==> config.mk <==
export PLATFORM = sky130hd
export DESIGN_NAME = commit_unit
export DESIGN_NICKNAME = d
export VERILOG_FILES = /design/src/rtl/commit_unit_pkg.sv /design/src/rtl/commit_perf_counters.sv /design/src/rtl/commit_unit.sv
export SDC_FILE = /design/constraint.sdc
export NUM_CORES = 1
export LEC_CHECK = 0
export ABC_AREA = 1
export CORE_AREA = 2 2 118 120
export CTS_CLUSTER_SIZE = 8
export DETAILED_ROUTE_END_ITERATION = 8
export DIE_AREA = 0 0 120 122
export GPL_TIMING_DRIVEN = 0
export HOLD_SLACK_MARGIN = 0.02
export PLACE_DENSITY_LB_ADDON = 0.2
export SYNTH_ARGS = -nofsm -noshare
export SYNTH_HDL_FRONTEND = slang
export SYNTH_SLANG_ARGS = --single-unit
==> constraint.sdc <==
create_clock -name clk -period 7.72 [get_ports clk]
set_input_delay 2.316 -clock clk [delete_from_list [all_inputs] [get_ports clk]]
set_output_delay 2.316 -clock clk [all_outputs]
set_load 0.01 [all_outputs]
==> src/rtl/commit_unit_pkg.sv <==
// Shared types for the commit stage: instruction classes, FSM state encoding
// and the ROB head entry layout seen at the ROB read end.
package commit_unit_pkg;

   localparam int ROB_XLEN  = 32;
   localparam int ROB_TAG_W = 4;

   localparam logic [1:0] ITYPE_BRANCH = 2'b00;
   localparam logic [1:0] ITYPE_ALU    = 2'b01;
   localparam logic [1:0] ITYPE_STORE  = 2'b10;
   localparam logic [1:0] ITYPE_LOAD   = 2'b11;

   typedef enum logic [1:0] {
      S_COMMIT = 2'd0,
      S_STORE  = 2'd1,
      S_FLUSH  = 2'd2
   } commit_state_t;

   typedef struct packed {
      logic [1:0]           itype;
      logic [ROB_TAG_W-1:0] ROB_number;
      logic [4:0]           dest;
      logic [ROB_XLEN-1:0]  value;
      logic [ROB_XLEN-1:0]  st_addr;
      logic                 branch_result;
      logic [ROB_XLEN-1:0]  target;
   } ROB_entry_t;

   function automatic logic writes_rf(input logic [1:0] itype);
      return (itype == ITYPE_ALU) || (itype == ITYPE_LOAD);
   endfunction

endpackage

==> src/rtl/commit_perf_counters.sv <==
// Retire and flush event counters for the commit stage; both wrap at their
// maximum and clear on reset. Only built when COMMIT_PERF_EN is defined.
module commit_perf_counters (
   input  logic        clk,
   input  logic        reset,
   input  logic        commit_pulse,
   input  logic        flush_pulse,
   output logic [31:0] commit_count,
   output logic [15:0] flush_count
);

   always_ff @(posedge clk) begin
      if (reset) begin
         commit_count <= '0;
         flush_count  <= '0;
      end else begin
         if (commit_pulse) commit_count <= commit_count + 32'd1;
         if (flush_pulse)  flush_count  <= flush_count + 16'd1;
      end
   end

endmodule

==> src/rtl/commit_unit.sv <==
// In-order retirement at the ROB head: RF writes, store handshake, branch flush.
// Optional perf counters are enabled by defining COMMIT_PERF_EN.
module commit_unit
   import commit_unit_pkg::*;
#(
   parameter int XLEN         = ROB_XLEN,
   parameter int ROB_IDX_W    = ROB_TAG_W,
   parameter int FLUSH_CYCLES = 1
) (
   input  logic                 clk,
   input  logic                 reset,
   input  ROB_entry_t           head,
   input  logic                 head_valid,
   input  logic                 head_ready,
   output logic                 rd_en,
   output logic                 rf_wr_en,
   output logic [4:0]           rf_wr_addr,
   output logic [XLEN-1:0]      rf_wr_data,
   output logic [ROB_IDX_W-1:0] rf_wr_rob,
   output logic                 st_req,
   output logic [XLEN-1:0]      st_addr,
   output logic [XLEN-1:0]      st_data,
   input  logic                 st_ack,
   output logic                 flush,
   output logic [XLEN-1:0]      redirect_pc,
   output logic [31:0]          commit_count,
   output logic [15:0]          flush_count
);

   localparam logic [1:0] ST_COMMIT = S_COMMIT;
   localparam logic [1:0] ST_STORE  = S_STORE;
   localparam logic [1:0] ST_FLUSH  = S_FLUSH;

   localparam int CNT_W = (FLUSH_CYCLES > 1) ? $clog2(FLUSH_CYCLES) : 1;
   localparam logic [CNT_W-1:0] CNT_LOAD = CNT_W'(FLUSH_CYCLES - 1);

   logic [1:0]      state, next_state;
   logic [CNT_W-1:0] flush_cnt;
   logic [XLEN-1:0] st_addr_q, st_data_q, target_q;
   logic            commit_c, store_take, flush_entry;

   assign commit_c = head_valid & head_ready;

   // Every output is forced low while reset is asserted, whatever the head shows.
   always_comb begin
      rd_en       = 1'b0;
      rf_wr_en    = 1'b0;
      rf_wr_addr  = '0;
      rf_wr_data  = '0;
      rf_wr_rob   = '0;
      st_req      = 1'b0;
      st_addr     = '0;
      st_data     = '0;
      flush       = 1'b0;
      redirect_pc = '0;
      next_state  = state;
      store_take  = 1'b0;
      flush_entry = 1'b0;
      if (!reset) begin
         case (state)
            ST_COMMIT: begin
               if (commit_c) begin
                  if (writes_rf(head.itype)) begin
                     rd_en      = 1'b1;
                     rf_wr_en   = (head.dest != 5'd0);
                     rf_wr_addr = head.dest;
                     rf_wr_data = XLEN'(head.value);
                     rf_wr_rob  = ROB_IDX_W'(head.ROB_number);
                  end else if (head.itype == ITYPE_STORE) begin
                     store_take = 1'b1;
                     next_state = ST_STORE;
                  end else begin
                     rd_en = 1'b1;
                     if (head.branch_result) begin
                        flush_entry = 1'b1;
                        next_state  = ST_FLUSH;
                     end
                  end
               end
            end
            ST_STORE: begin
               st_req  = 1'b1;
               st_addr = st_addr_q;
               st_data = st_data_q;
               if (st_ack) begin
                  rd_en      = 1'b1;
                  next_state = ST_COMMIT;
               end
            end
            ST_FLUSH: begin
               flush       = 1'b1;
               redirect_pc = target_q;
               if (flush_cnt == '0) next_state = ST_COMMIT;
            end
            default: next_state = ST_COMMIT;
         endcase
      end
   end

   always_ff @(posedge clk) begin
      if (reset) begin
         state     <= ST_COMMIT;
         flush_cnt <= '0;
      end else begin
         state <= next_state;
         if (flush_entry)
            flush_cnt <= CNT_LOAD;
         else if (state == ST_FLUSH && flush_cnt != '0)
            flush_cnt <= flush_cnt - 1'b1;
      end
   end

   // Store and redirect payloads are captured at commit and held for the handshake.
   always_ff @(posedge clk) begin
      if (store_take) begin
         st_addr_q <= XLEN'(head.st_addr);
         st_data_q <= XLEN'(head.value);
      end
      if (flush_entry) target_q <= XLEN'(head.target);
   end

`ifdef COMMIT_PERF_EN
   commit_perf_counters u_perf (
      .clk          (clk),
      .reset        (reset),
      .commit_pulse (rd_en),
      .flush_pulse  (flush_entry),
      .commit_count (commit_count),
      .flush_count  (flush_count)
   );
`else
   assign commit_count = 32'd0;
   assign flush_count  = 16'd0;
`endif

endmodule
==> impl_metrics.csv <==
group,metric,value,unit
detailed_routing,vias_per_cell,3.93,
clocking,clockRootBuffer,"clkbuf_16",
floorplanning,num_rows,43,
clocking,cts_sinks,99,
floorplanning,coreArea,13500,um^2
floorplanning,start_util,0.346,
sta,skew,6.80,ps
critical_path,worstPathArrival,4180,ps
clocking,cts_resized,0,
global_routing,antenna_found_initial,0,
yosys,netlist_area,4670,um^2
placed_design,place_area,7660,um^2
sta,final_hold_viol_count,0,
critical_path,cp_max_fo,10,
yosys,synth_warnings,0,
clocking,cts_setup_buffers,0,
power_and_ir_drop,seqPwrFrac,0.515,
sta,max_freq,154,MHz
sta,fin_crit_sh,0.841,
critical_path,critPathLaunchType,"input pin",
layout,fillerInstances,1179,
placed_design,portBuffers,253,
placed_design,place_worst_setup_slack,1200,ps
clocking,cts_max_level,3,
global_routing,grt_pass1_wl,18300,um
layout,layout_common_cells,"253 x clkdlybuf4s50_1, 142 x inv_1, 134 x nor2_1, 96 x edfxtp_1, 49 x buf_4",
layout,fin_area,7930,um^2
layout,ff_latch_area,2940,um^2
global_routing,grt_max_degree,36,
layout,layout_commonest_cell,"clkdlybuf4s50_1",
job,drv_cap,0,
floorplanning,ios,302,
status,status,"complete, no violations",
detailed_routing,ant_nets,0,
floorplanning,dieArea,14600,um^2
yosys,syn_inst,473,
critical_path,critPathRequiredTime,5400,ps
sta,setup_violations,0,
clocking,cts_tree,"done",
power_and_ir_drop,leakagePower,3.57,nW
sta,period_minus_slack,6500,ps
clocking,cts_buffers,9,
layout,multi_input_area,880,um^2
global_routing,grt.total_usage,0.166,
power_and_ir_drop,p_clk_frac,0.370,
power_and_ir_drop,switching_share,0.201,
power_and_ir_drop,comb_power_share,0.115,
power_and_ir_drop,max-vdd-ir-drop,0.0000801,V
sta,fin_setup_tns,0,ps
sta,timing.slew.headroom,0.362,
clocking,insertion_delay,330,ps
layout,num_antenna_cells,0,
detailed_routing,drt_pass1_iterations,4,
detailed_routing,drc,0,
clocking,clockBufferDepth,2,
floorplanning,dieHeight,122,um
power_and_ir_drop,power.switching,0.000232,W
placed_design,gp_congestion,0.799,
layout,drive_above_1_share,0.121,
hold_path,hp-class,"reg2reg",
placed_design,detailed_place_hpwl,10100,um
clocking,ctsHoldBuffers,0,
critical_path,crit_path_end_kind,"output pin",
yosys,synth.distinct_cells,17,
critical_path,path_class,"in2out",
detailed_routing,wl,12700,um
sta,slew_viol_final,0,
sta,fin_ws,1220,ps
sta,worstMarginPinSlew,955,ps
yosys,seq_area_frac_synth,0.631,
layout,final_nets,900,
yosys,avgSynthCellArea,9.87,um^2
floorplanning,die_w,120,um
global_routing,grt_pass1_vias,3554,
layout,syn2layout_area_growth,69.9,%
detailed_routing,drtIter0Drc,132,
power_and_ir_drop,internal_power,0.000926,W
clocking,path_clk_slew,60,ps
power_and_ir_drop,power_density,146,nW/um^2
sta,rsz0062_at_grt,"false",
global_routing,globalRouteOverflowTotal,0,
detailed_routing,via_count,3814,
yosys,yosys_register_bits,99,
detailed_routing,wl_per_cell,13.1,um
==> through the flow <==
| stage | instances | hold WS [ps] | util | power [W] |
|---|---|---|---|---|
| final | 971 | 483 | 0.587 | 0.00116 |
| after global routing | 971 | 503 | 0.587 | 0.00120 |
| after CTS | 971 | 482 | 0.587 | 0.00117 |
| after detailed placement | 956 | 473 | 0.567 | 0.000741 |
| after global placement | 953 | 451 | 0.563 | 0.000737 |
| after floorplan | 520 | 442 | - | 0.000660 |
==> flip-flops by register name, summed over array words and instances (netlist names) <==
register and flops:
flush_cnt 1, st_addr_q 32, st_data_q 32, state 2, target_q 32
==> worst paths after layout <==
kind / depth (start not counted) / to / startpoint / slack (ps)
worst max-delay path: 7 / st_data[20] / reset / 1220
worst min-delay path: 2 / flush_cnt / flush_cnt / 480
worst max register to register: 5 / target_q[26] / state[1] / 5600
worst min register to register: 2 / flush_cnt / flush_cnt / 480
==> layer usage <==
layer  global-route usage  routed length (um)
met1                0.173                4640
met2                0.310                6660
met3               0.0478                1170
met4               0.0721                 247
met5                    0                   0
==> power by group through the flow <==
stage / registers [W] / clock network, W / logic [W]
detailed placement: 0.000608 / 0 / 0.000133
global route: 0.000596 / 0.000463 / 0.000144
floorplan: 0.000609 / 0 / 0.0000514
finish: 0.000596 / 0.000428 / 0.000134
CTS: 0.000596 / 0.000442 / 0.000133
global placement: 0.000609 / 0 / 0.000129
==> critical path, stage by stage <==
cell and delay [ps]:
clkdlybuf4s50_1 580, inv_2 180, nand2_1 80, buf_4 200, buf_6 150, nor2_1 100, clkdlybuf4s50_1 560
==> logic make-up after synthesis <==
| family | Yosys count | share of synthesized area |
|---|---|---|
| AOI/OAI and AO/OA | 2 | 0.00214 |
| buffers and inverters | 207 | 0.221 |
| DFF | 99 | 0.631 |
| other | 1 | 0.000804 |
| and+or+nand+nor | 164 | 0.145 |
==> cells in the mapped netlist (all sizes together) <==
library cell,n,area share
nand2,9,0.0072
buf,62,0.10
a21oi,2,0.0021
dfxtp,3,0.013
nand3,3,0.0059
nor2,149,0.13
nand4,1,0.0013
conb,1,0.00080
nor3,2,0.0021
inv,145,0.12
edfxtp,96,0.62
==> area by class of cell <==
type                       instances  area share
clock inverter                     4     0.00536
multi-input combinational        214       0.111
inverter                         145      0.0686
timing repair buffer             256       0.325
sequential                        99       0.371
buffer                            62      0.0617
clock buffer                      11      0.0293
tap                              180      0.0284
Note: power is estimated with default switching activity, not from simulation.
